$ cat config.mk
export PLATFORM = sky130hd
export DESIGN_NAME = uart_tx_arbiter_flat
export DESIGN_NICKNAME = d
export VERILOG_FILES = /design/src/rtl/uart_tx_arbiter_if.sv /design/src/rtl/uart_tx_arbiter.sv /design/src/flat_wrapper.sv
export SDC_FILE = /design/constraint.sdc
export NUM_CORES = 1
export LEC_CHECK = 0
export BUFFER_PORTS_ARGS = -buffer_cell sky130_fd_sc_hd__buf_4
export CORE_ASPECT_RATIO = 1.5
export CORE_MARGIN = 3
export CORE_UTILIZATION = 52
export CTS_CLUSTER_DIAMETER = 120
export DETAILED_ROUTE_END_ITERATION = 10
export GPL_TIMING_DRIVEN = 0
export PLACE_DENSITY_LB_ADDON = 0.25
export SLEW_MARGIN = 20
export SYNTH_ARGS = -nofsm -noshare
export SYNTH_HDL_FRONTEND = slang
export SYNTH_SLANG_ARGS = --single-unit
$ cat constraint.sdc
create_clock -name WBs_CLK_i -period 5.4 [get_ports WBs_CLK_i]
set_clock_uncertainty 0.1 [all_clocks]
set_input_delay 0.54 -clock WBs_CLK_i [delete_from_list [all_inputs] [get_ports WBs_CLK_i]]
set_output_delay 0.54 -clock WBs_CLK_i [all_outputs]
set_load 0.01 [all_outputs]
$ cat src/rtl/uart_tx_arbiter_if.sv
// Wishbone master-side bundle between uart_tx_arbiter and the UART register aperture.
interface uart_tx_arbiter_if #(
  parameter int ADDRWIDTH = 10,
  parameter int DATAWIDTH = 32
);
  logic [ADDRWIDTH-1:0] WBm_ADR_o;
  logic                 WBm_CYC_o;
  logic                 WBm_STB_o;
  logic                 WBm_WE_o;
  logic [3:0]           WBm_SEL_o;
  logic [DATAWIDTH-1:0] WBm_DAT_o;
  logic [DATAWIDTH-1:0] WBm_DAT_i;
  logic                 WBm_ACK_i;

  modport master (
    output WBm_ADR_o, WBm_CYC_o, WBm_STB_o, WBm_WE_o, WBm_SEL_o, WBm_DAT_o,
    input  WBm_DAT_i, WBm_ACK_i
  );

  modport slave (
    input  WBm_ADR_o, WBm_CYC_o, WBm_STB_o, WBm_WE_o, WBm_SEL_o, WBm_DAT_o,
    output WBm_DAT_i, WBm_ACK_i
  );
endinterface

$ cat src/rtl/uart_tx_arbiter.sv
// Round-robin, message-locking arbiter that feeds bytes from NUM_REQ producers
// into a UART THR over Wishbone, polling LSR.THRE for FIFO space.
module uart_tx_arbiter #(
  parameter int                   NUM_REQ      = 4,
  parameter int                   ADDRWIDTH    = 10,
  parameter int                   DATAWIDTH    = 32,
  parameter logic [ADDRWIDTH-1:0] THR_OFFSET   = 10'h000,
  parameter logic [ADDRWIDTH-1:0] LSR_OFFSET   = 10'h014,
  parameter int                   LSR_THRE_BIT = 5,
  parameter int                   BURST_MAX    = 16,
  parameter int                   POLL_GAP     = 64,
  parameter int                   LOCK_TIMEOUT = 1024
) (
  input  logic                 WBs_CLK_i,
  input  logic                 WBs_RST_i,
  input  logic [NUM_REQ-1:0]   req_valid_i,
  input  logic [8*NUM_REQ-1:0] req_data_i,
  input  logic [NUM_REQ-1:0]   req_last_i,
  output logic [NUM_REQ-1:0]   req_ready_o,
  output logic [NUM_REQ-1:0]   grant_o,
  output logic                 lock_timeout_o,
  output logic                 busy_o,
  uart_tx_arbiter_if.master    wbm
);
  localparam int unsigned NR = NUM_REQ;
  localparam int IW = (NUM_REQ > 1) ? $clog2(NUM_REQ) : 1;
  localparam int CW = $clog2(BURST_MAX + 1);
  localparam int GW = $clog2(POLL_GAP + 1);
  localparam int TW = $clog2(LOCK_TIMEOUT + 1);

  localparam logic [2:0] S_IDLE  = 3'd0;
  localparam logic [2:0] S_POLL  = 3'd1;
  localparam logic [2:0] S_GAP   = 3'd2;
  localparam logic [2:0] S_ARB   = 3'd3;
  localparam logic [2:0] S_WRITE = 3'd4;

  logic [2:0]           r_state, w_state_nxt;
  logic [CW-1:0]        r_credit;
  logic                 r_locked;
  logic [IW-1:0]        r_owner, r_rr_ptr, r_sel;
  logic [GW-1:0]        r_gap_cnt;
  logic [TW-1:0]        r_to_cnt;
  logic                 r_timeout, r_busy;
  logic [NUM_REQ-1:0]   r_grant;
  logic [ADDRWIDTH-1:0] r_adr;
  logic                 r_cyc, r_stb, r_we;
  logic [3:0]           r_be;
  logic [DATAWIDTH-1:0] r_dat;

  logic [IW-1:0] w_rr_sel, w_cand, w_sel;
  logic          w_rr_hit, w_sel_valid, w_eligible, w_ack, w_thre, w_to_fire;
  logic [7:0]    w_sel_byte;
  logic          w_unused_ok;

  function automatic logic [IW-1:0] f_next(input logic [IW-1:0] idx);
    return (idx == IW'(NUM_REQ - 1)) ? '0 : idx + 1'b1;
  endfunction

  // First valid requester at or after rr_ptr, wrapping modulo NUM_REQ.
  always_comb begin
    w_rr_sel = r_rr_ptr;
    w_rr_hit = 1'b0;
    w_cand   = '0;
    for (int unsigned k = 0; k < NR; k++) begin
      w_cand = IW'((32'(r_rr_ptr) + k) % NR);
      if (!w_rr_hit && req_valid_i[w_cand]) begin
        w_rr_hit = 1'b1;
        w_rr_sel = w_cand;
      end
    end
  end

  always_comb begin
    w_sel_byte = '0;
    for (int unsigned k = 0; k < NR; k++) begin
      if (w_sel == IW'(k)) w_sel_byte = req_data_i[8*k +: 8];
    end
  end

  assign w_sel       = r_locked ? r_owner : w_rr_sel;
  assign w_sel_valid = req_valid_i[w_sel];
  assign w_eligible  = r_locked ? req_valid_i[r_owner] : |req_valid_i;
  assign w_ack       = wbm.WBm_ACK_i;
  assign w_thre      = wbm.WBm_DAT_i[LSR_THRE_BIT];
  assign w_to_fire   = r_locked && !req_valid_i[r_owner] && (r_to_cnt == TW'(LOCK_TIMEOUT - 1));
  assign w_unused_ok = &{1'b0, wbm.WBm_DAT_i};

  always_comb begin
    w_state_nxt = r_state;
    case (r_state)
      S_IDLE:  if (w_eligible) w_state_nxt = (r_credit == '0) ? S_POLL : S_ARB;
      S_POLL:  if (w_ack) w_state_nxt = w_thre ? S_ARB : S_GAP;
      S_GAP:   if (r_gap_cnt == GW'(POLL_GAP - 1)) w_state_nxt = S_IDLE;
      S_ARB:   w_state_nxt = w_sel_valid ? S_WRITE : S_IDLE;
      S_WRITE: if (w_ack) w_state_nxt = S_IDLE;
      default: w_state_nxt = S_IDLE;
    endcase
  end

  // Ready is the only combinational output; reset suppresses it even if ACK arrives.
  always_comb begin
    req_ready_o = '0;
    if (r_state == S_WRITE && w_ack && !WBs_RST_i) req_ready_o[r_sel] = 1'b1;
  end

  always_ff @(posedge WBs_CLK_i) begin
    if (WBs_RST_i) begin
      r_state   <= S_IDLE;
      r_credit  <= '0;
      r_locked  <= 1'b0;
      r_owner   <= '0;
      r_rr_ptr  <= '0;
      r_sel     <= '0;
      r_gap_cnt <= '0;
      r_to_cnt  <= '0;
      r_timeout <= 1'b0;
      r_busy    <= 1'b0;
      r_grant   <= '0;
      r_adr     <= '0;
      r_cyc     <= 1'b0;
      r_stb     <= 1'b0;
      r_we      <= 1'b0;
      r_be      <= '0;
      r_dat     <= '0;
    end else begin
      r_state <= w_state_nxt;
      r_busy  <= (w_state_nxt != S_IDLE);

      if (r_locked && !req_valid_i[r_owner]) r_to_cnt <= r_to_cnt + 1'b1;
      else                                   r_to_cnt <= '0;

      if (w_to_fire) begin
        r_locked  <= 1'b0;
        r_grant   <= '0;
        r_timeout <= 1'b1;
        r_rr_ptr  <= f_next(r_owner);
        r_to_cnt  <= '0;
      end

      case (r_state)
        S_IDLE: if (w_eligible && r_credit == '0) begin
          r_cyc <= 1'b1;
          r_stb <= 1'b1;
          r_we  <= 1'b0;
          r_adr <= LSR_OFFSET;
          r_be  <= 4'b0001;
        end
        S_POLL: if (w_ack) begin
          r_cyc     <= 1'b0;
          r_stb     <= 1'b0;
          r_gap_cnt <= '0;
          if (w_thre) r_credit <= CW'(BURST_MAX);
        end
        S_GAP: r_gap_cnt <= r_gap_cnt + 1'b1;
        S_ARB: if (w_sel_valid) begin
          r_sel <= w_sel;
          r_dat <= {{(DATAWIDTH-8){1'b0}}, w_sel_byte};
          r_cyc <= 1'b1;
          r_stb <= 1'b1;
          r_we  <= 1'b1;
          r_adr <= THR_OFFSET;
          r_be  <= 4'b0001;
        end
        S_WRITE: if (w_ack) begin
          r_cyc    <= 1'b0;
          r_stb    <= 1'b0;
          r_we     <= 1'b0;
          r_credit <= r_credit - 1'b1;
          if (req_last_i[r_sel]) begin
            r_locked <= 1'b0;
            r_grant  <= '0;
            r_rr_ptr <= f_next(r_sel);
          end else begin
            r_locked <= 1'b1;
            r_owner  <= r_sel;
            r_grant  <= NUM_REQ'(1) << r_sel;
          end
        end
        default: ;
      endcase
    end
  end

  assign grant_o        = r_grant;
  assign lock_timeout_o = r_timeout;
  assign busy_o         = r_busy;
  assign wbm.WBm_ADR_o  = r_adr;
  assign wbm.WBm_CYC_o  = r_cyc;
  assign wbm.WBm_STB_o  = r_stb;
  assign wbm.WBm_WE_o   = r_we;
  assign wbm.WBm_SEL_o  = r_be;
  assign wbm.WBm_DAT_o  = r_dat;
endmodule

$ cat src/flat_wrapper.sv
// flat-port wrapper written by rule: the top's interface ports become plain ports
module uart_tx_arbiter_flat 
#(
  parameter int                   NUM_REQ      = 4,
  parameter int                   ADDRWIDTH    = 10,
  parameter int                   DATAWIDTH    = 32,
  parameter logic [ADDRWIDTH-1:0] THR_OFFSET   = 10'h000,
  parameter logic [ADDRWIDTH-1:0] LSR_OFFSET   = 10'h014,
  parameter int                   LSR_THRE_BIT = 5,
  parameter int                   BURST_MAX    = 16,
  parameter int                   POLL_GAP     = 64,
  parameter int                   LOCK_TIMEOUT = 1024
)
  (WBs_CLK_i, WBs_RST_i, req_valid_i, req_data_i, req_last_i, req_ready_o, grant_o, lock_timeout_o, busy_o, wbm_WBm_ADR_o, wbm_WBm_CYC_o, wbm_WBm_STB_o, wbm_WBm_WE_o, wbm_WBm_SEL_o, wbm_WBm_DAT_o, wbm_WBm_DAT_i, wbm_WBm_ACK_i);
  uart_tx_arbiter_if #(.ADDRWIDTH(ADDRWIDTH), .DATAWIDTH(DATAWIDTH)) wbm_i ();
  input  logic WBs_CLK_i;
  input  logic WBs_RST_i;
  input  logic [NUM_REQ-1:0] req_valid_i;
  input  logic [8*NUM_REQ-1:0] req_data_i;
  input  logic [NUM_REQ-1:0] req_last_i;
  output logic [NUM_REQ-1:0] req_ready_o;
  output logic [NUM_REQ-1:0] grant_o;
  output logic lock_timeout_o;
  output logic busy_o;
  output wire logic [$bits(wbm_i.WBm_ADR_o)-1:0] wbm_WBm_ADR_o;
  output wire logic [$bits(wbm_i.WBm_CYC_o)-1:0] wbm_WBm_CYC_o;
  output wire logic [$bits(wbm_i.WBm_STB_o)-1:0] wbm_WBm_STB_o;
  output wire logic [$bits(wbm_i.WBm_WE_o)-1:0] wbm_WBm_WE_o;
  output wire logic [$bits(wbm_i.WBm_SEL_o)-1:0] wbm_WBm_SEL_o;
  output wire logic [$bits(wbm_i.WBm_DAT_o)-1:0] wbm_WBm_DAT_o;
  input wire logic [$bits(wbm_i.WBm_DAT_i)-1:0] wbm_WBm_DAT_i;
  input wire logic [$bits(wbm_i.WBm_ACK_i)-1:0] wbm_WBm_ACK_i;
  assign wbm_WBm_ADR_o = wbm_i.WBm_ADR_o;
  assign wbm_WBm_CYC_o = wbm_i.WBm_CYC_o;
  assign wbm_WBm_STB_o = wbm_i.WBm_STB_o;
  assign wbm_WBm_WE_o = wbm_i.WBm_WE_o;
  assign wbm_WBm_SEL_o = wbm_i.WBm_SEL_o;
  assign wbm_WBm_DAT_o = wbm_i.WBm_DAT_o;
  assign wbm_i.WBm_DAT_i = wbm_WBm_DAT_i;
  assign wbm_i.WBm_ACK_i = wbm_WBm_ACK_i;
  uart_tx_arbiter #(.NUM_REQ(NUM_REQ), .ADDRWIDTH(ADDRWIDTH), .DATAWIDTH(DATAWIDTH), .THR_OFFSET(THR_OFFSET), .LSR_OFFSET(LSR_OFFSET), .LSR_THRE_BIT(LSR_THRE_BIT), .BURST_MAX(BURST_MAX), .POLL_GAP(POLL_GAP), .LOCK_TIMEOUT(LOCK_TIMEOUT)) u_core (.WBs_CLK_i(WBs_CLK_i), .WBs_RST_i(WBs_RST_i), .req_valid_i(req_valid_i), .req_data_i(req_data_i), .req_last_i(req_last_i), .req_ready_o(req_ready_o), .grant_o(grant_o), .lock_timeout_o(lock_timeout_o), .busy_o(busy_o), .wbm(wbm_i));
endmodule
# Word level (Yosys, flattened, before mapping)
# Index checks and enable logic that the tools add are counted.
[op_classes] mux=69 add_sub_neg=8 n_reduce_logical=33 bitwise_logic=2 n_shift=1 mul=0 eq_ne=17 div_mod_pow=0 n_lt_le_gt_ge=8
[ops] operator="2-to-1 mux 8 bit" count=4
[ops] operator="2-to-1 mux 4 bit" count=7
[ops] operator="2-to-1 mux 2 bit" count=11
[ops] operator="< comparator 2 x 3 -> 1 bit (second input constant)" count=7
[ops] operator="2-to-1 mux 1 bit" count=21
[ops] operator="2-to-1 mux 10 bit" count=2
[ops] operator="case mux 10 bit (2 select lines)" count=1
[ops] operator="2-to-1 mux 3 bit" count=5
[ops] operator="2-to-1 mux 5 bit" count=3
[ops] operator="case mux 3 bit (5 select lines)" count=1
[ops] operator="binary-select mux 1 bit (select 2 bit)" count=7
[ops] operator="case mux 7 bit (2 select lines)" count=1
[ops] operator="AND reduction 4 bit" count=3
[ops] operator="adder 11 x 1 -> 11 bit (second input constant)" count=1
[ops] operator="equality test 11 x 10 -> 1 bit (second input constant)" count=1
[ops] operator="case mux 5 bit (2 select lines)" count=1
[ops] operator="logical AND 1 bit" count=9
[ops] operator="nonzero test 3 bit" count=3
[ops] operator="equality test 2 bit (second input constant)" count=4
[ops] operator="case mux 4 bit (2 select lines)" count=1
[ops] operator="adder 7 x 1 -> 7 bit (second input constant)" count=1
[ops] operator="equality test 7 x 6 -> 1 bit (second input constant)" count=1
[ops] operator="2-to-1 mux 7 bit" count=1
[ops] operator="adder 2 x 1 -> 2 bit (second input constant)" count=3
[ops] operator="other kinds (23)" count=39
[totals] rom_bits=0 reg_bits=63 input_bits=75 mem_bits_rw=0 latch_bits=0 out_inout_bits=59 wordCells=154 n_memories=0

# Longest topological paths before layout
[logic_depth] depth_word=18 depth_mapped=9 depth_no_buf=8

# Least setup slack after synthesis
# No wires, ideal clock.
[synth_timing] kind="input to register" from="input req_valid_i[2]" to="register u_core.r_cyc (netlist: u_core.wbm.WBm_CYC_o)" setup_ps=86 n_path_buf=1 setup_slack_ps=3156 stages=8 t_arrival_ps=2058 required_time_ps=5214 path_cell_list="nand2b_1 a211oi_2 o21a_1 o22ai_1 mux2_2 buf_6 or3_4 a221oi_2"
[synth_between] elab_chain_cells=17 elab_cells_between_ends=31 classes_between="2 x eq/ne; 20 x mux; 9 x reduce/logical"
[synth_rtl] item="start, declared" line="flat_wrapper.sv:18" text="input logic [NUM_REQ-1:0] req_valid_i;"
[synth_rtl] item="binary-select mux 1 bit (select 2 bit)" line="uart_tx_arbiter.sv:66" text="if (!w_rr_hit && req_valid_i[w_cand]) begin"
[synth_rtl] item="2-to-1 mux 1 bit (implied by the code)" line="uart_tx_arbiter.sv:66"
[synth_rtl] item="2-to-1 mux 1 bit" line="uart_tx_arbiter.sv:66"
[synth_rtl] item="zero test 1 bit" line="uart_tx_arbiter.sv:66"
[synth_rtl] item="logical AND 1 bit" line="uart_tx_arbiter.sv:66"
[synth_rtl] item="2-to-1 mux 1 bit" line="uart_tx_arbiter.sv:66"
[synth_rtl] item="zero test 1 bit" line="uart_tx_arbiter.sv:66"
[synth_rtl] item="logical AND 1 bit" line="uart_tx_arbiter.sv:66"
[synth_rtl] item="2-to-1 mux 1 bit" line="uart_tx_arbiter.sv:66"
[synth_rtl] item="zero test 1 bit" line="uart_tx_arbiter.sv:66"
[synth_rtl] item="logical AND 1 bit" line="uart_tx_arbiter.sv:66"
[synth_rtl] item="2-to-1 mux 2 bit" line="uart_tx_arbiter.sv:66"
[synth_rtl] item="2-to-1 mux 2 bit" line="uart_tx_arbiter.sv:80" text="assign w_sel = r_locked ? r_owner : w_rr_sel;"
[synth_rtl] item="binary-select mux 1 bit (select 2 bit)" line="uart_tx_arbiter.sv:81" text="assign w_sel_valid = req_valid_i[w_sel];"
[synth_rtl] item="2-to-1 mux 1 bit (implied by the code)" line="uart_tx_arbiter.sv:81"
[synth_rtl] item="inequality test 2 x 1 -> 1 bit (no source line)"
[synth_rtl] item="AND reduction 4 bit (no source line) (*)"
[synth_rtl] item="end signal, assigned" line="uart_tx_arbiter.sv:120" text="r_cyc <= 1'b0;"
[synth_rtl] item="end signal, assigned" line="uart_tx_arbiter.sv:142" text="r_cyc <= 1'b1;"
[synth_rtl] item="end signal, assigned" line="uart_tx_arbiter.sv:149" text="r_cyc <= 1'b0;"
[synth_rtl] item="end, declared" line="uart_tx_arbiter.sv:46" text="logic r_cyc, r_stb, r_we;"
# Mark *: on every way between the ends. The rest lies on a longest branch, timed or not. The select of a mux whose other input is x is not followed.
# A chain may end at the register's enable or synchronous reset.

# Worst setup path after layout
[layout_timing] from="register u_core.r_state[2]" to="output req_ready_o[0]"
[layout_between] elab_chain_cells=4
[layout_rtl] item="start, declared" line="uart_tx_arbiter.sv:37" text="logic [2:0] r_state, w_state_nxt;"
[layout_rtl] item="start signal, assigned" line="uart_tx_arbiter.sv:126" text="r_state <= w_state_nxt;"
[layout_rtl] item="equality test 3 bit" line="uart_tx_arbiter.sv:103" text="if (r_state == S_WRITE && w_ack && !WBs_RST_i) req_ready_o[r_sel] = 1'b1;"
[layout_rtl] item="logical AND 1 bit (2 in a row)" line="uart_tx_arbiter.sv:103"
[layout_rtl] item="2-to-1 mux 4 bit" line="uart_tx_arbiter.sv:103"
[layout_rtl] item="end, declared" line="flat_wrapper.sv:21" text="output logic [NUM_REQ-1:0] req_ready_o;"
# Every way passes these cells.

==> flow_metrics.tcl <==
set metrics [dict create \
    grt_pass1_wl_um 11800 \
    critPathLaunchType "register" \
    ys_seq_elements 51 \
    hold_depth 2 \
    mostFrequentLayoutCells "buf_4, nor2_1, dfxtp_1, conb_1, o21ai_0" \
    routed_wl_um 7037 \
    maxSlewViolCount 0 \
    antenna_left 0 \
    p_leak_nw 1.786 \
    place_area_um2 3799 \
    worst_skew_pair.late_latency_ps 310 \
    design.portCount 134 \
    synth_ff_type "dfxtp_1" \
    cts.clk_slew.worst_paths_ps 90 \
    hpwl_um 5614 \
    reg2reg_to "u_core.r_sel[0]" \
    crit_required_ps 4760 \
    synth_top_area_cell "dfxtp_1" \
    netlist.area_leader.share 0.3306 \
    wire_per_inst_um 12.75 \
    cts_tree "built" \
    setup_violations 0 \
    syn2layout_area_growth_pct 25.77 \
    ys_seq_area_frac 0.3306 \
    first_global_vias 2763 \
    grt_max_degree 16 \
    synth-edff-count 0 \
    min_to "u_core.lock_timeout_o" \
    dieWidth_um 68.92 \
    fillCellCount 503 \
    max_freq_mhz 395.8 \
    numCtsBuffers 5 \
    grt_usage 0.2184 \
    timing.final.crit_share 0.4678 \
    critPathKind "register to output pin" \
    final_hold_viol_count 0 \
    p_per_area_nw_per_um2 207.2 \
    async_reset_ff_frac 0 \
    antennaDiodeCount 0 \
    start_util 0.5499 \
    worstSetupEndpointType "output pin" \
    overflow 0 \
    htreeDepth 2 \
    peakVddDrop_mv 0.1943 \
    synth.cell_area_um2 3088 \
    min-delay-start "u_core.lock_timeout_o" \
    clock_sinks 51 \
    die_area_um2 6918 \
    portBuffers 66 \
    yosys_warnings 0 \
    post_cts_buffers 0 \
    synth_cell_types 48 \
    drive_above_1_share 0.2842 \
    netlist_top_cells_area "dfxtp_1, buf_4, mux2i_1" \
    synth.avg_cell_area_um2 8.257 \
    num_vias 2814 \
    cts_root_buf "clkbuf_8" \
    max-slew-margin-rel 0.6113 \
    syn_inst 374 \
    die_h_um 100.4 \
    multi_input_area_um2 1800 \
    worstRegToRegCells 8 \
    drcViolationCount 0 \
    globalplace.congestion 0.9125 \
    ctsHoldBuffers 0 \
    cts_resized 0 \
    worst_slew_pin_slew_ps 566.8 \
    setup-tns-final_ps 0 \
    outcome "complete, no violations" \
    final_common_cell "buf_4" \
    core_um2 5615 \
    clockBufferDepth 2 \
    dr.first_iter.drc_count 91 \
    rsz0062_at_grt "no" \
    cap_violations 0 \
    regArea_um2 1021 \
    postLayoutCellArea_um2 3884 \
    finalNetCount 564 \
    worstPathMaxFanout 10 \
    hp-class "register to register" \
    r2r_slack_ps 2940 \
    firstDrtPassIters 5 \
    crit_path_start "u_core.r_state[2]" \
    fin_crit_ps 2526 \
    timing.rr.start "u_core.r_rr_ptr[0]" \
    rows 33 \
    antenna_found_initial 0 \
    routed_via_density 5.098 \
    cp_data_arrival_time_ps 1890 \
]
power by group:
group,switching [mW],internal [mW]
Clock,0.128,0.0909
Combinational,0.0912,0.0975
Sequential,0.00892,0.388
Total,0.228,0.577
layer usage:
layer,track usage,vias to the layer above,part of all wire
li1,-,1430,-
met1,0.2384,1273,0.37
met2,0.3904,105,0.53
met3,0.06159,6,0.089
met4,0.07357,0,0.011
met5,0,-,0
flip-flops by register name, indices dropped and copies added (netlist names), 2 cells and up:
signal and cells:
u_core.r_rr_ptr 2, u_core.r_to_cnt 11, u_core.r_state 3, u_core.r_gap_cnt 7, u_core.r_owner 2, u_core.r_sel 2
u_core.grant_o 4, u_core.wbm.WBm_DAT_o 8, u_core.r_credit 5
cells by family (layout without fill, tap and decap cells):
family | Yosys count | count (layout) | share of synthesized area
AOI/OAI and AO/OA | 71 | 71 | 0.1418
xor gates and xnor gates | 9 | 9 | 0.02552
adders and majority gates | 8 | 8 | 0.03242
buffers and inverters | 64 | 138 | 0.1276
DFF | 51 | 51 | 0.3306
muxes | 33 | 33 | 0.1195
other | 1 | 35 | 0.001214
and+or+nand+nor | 137 | 137 | 0.2212
Yosys cell counts (all sizes together), types with 2 or more instances:
library cell	count
a211oi	5
ha	8
clkbuf	11
inv	12
nand2	20
xor2	5
nor3	11
o32ai	2
nand3	9
nor2b	11
or2	2
mux2	11
and2	6
o21ai	25
and3	5
nand3b	5
a22oi	6
nor3b	2
o22ai	3
nor2	51
mux4	2
nand2b	9
buf	41
a31oi	4
a21oi	19
or3	4
dfxtp	51
a311oi	2
mux2i	20
xnor2	4
worst max-delay path by stage:
stage,cells past startpoint,slack [ps],to
floorplan,8,3160,u_core.wbm.WBm_CYC_o
detailed placement,9,2750,u_core.r_sel[0]
finish,5,2870,req_ready_o[0]
CTS,5,2860,req_ready_o[3]
global route,5,2680,req_ready_o[2]
global placement,9,2800,u_core.r_sel[0]
stage by stage:
stage / power, mW / hold slack [ps] / cells / worst slack [ps] / utilization
after floorplan: 0.5301 / 326.0 / 408 / 3156 / -
after global placement: 0.5898 / 336.5 / 544 / 2798 / 0.6765
after detailed placement: 0.5932 / 344.3 / 544 / 2745 / 0.6765
after CTS: 0.8090 / 358.2 / 552 / 2864 / 0.6916
after global routing: 0.8434 / 387.4 / 552 / 2682 / 0.6916
final: 0.8046 / 352.3 / 552 / 2874 / 0.6916
final cells by class:
class | count | area share
Inverter | 12 | 0.01160
Timing Repair Buffer | 66 | 0.1276
Sequential cell | 51 | 0.2629
Clock buffer | 6 | 0.01869
Buffer | 52 | 0.08988
Clock inverter | 2 | 0.003222
Multi-Input combinational cell | 293 | 0.4636
Tap cell | 70 | 0.02255
critical path: stages (launching register included):
cell and delay (ps):
dfxtp_1 360, clkbuf_1 350, nand3_1 310, nor2_1 260, and2_1 180, buf_4 120
(Power assumes the default switching activity.)
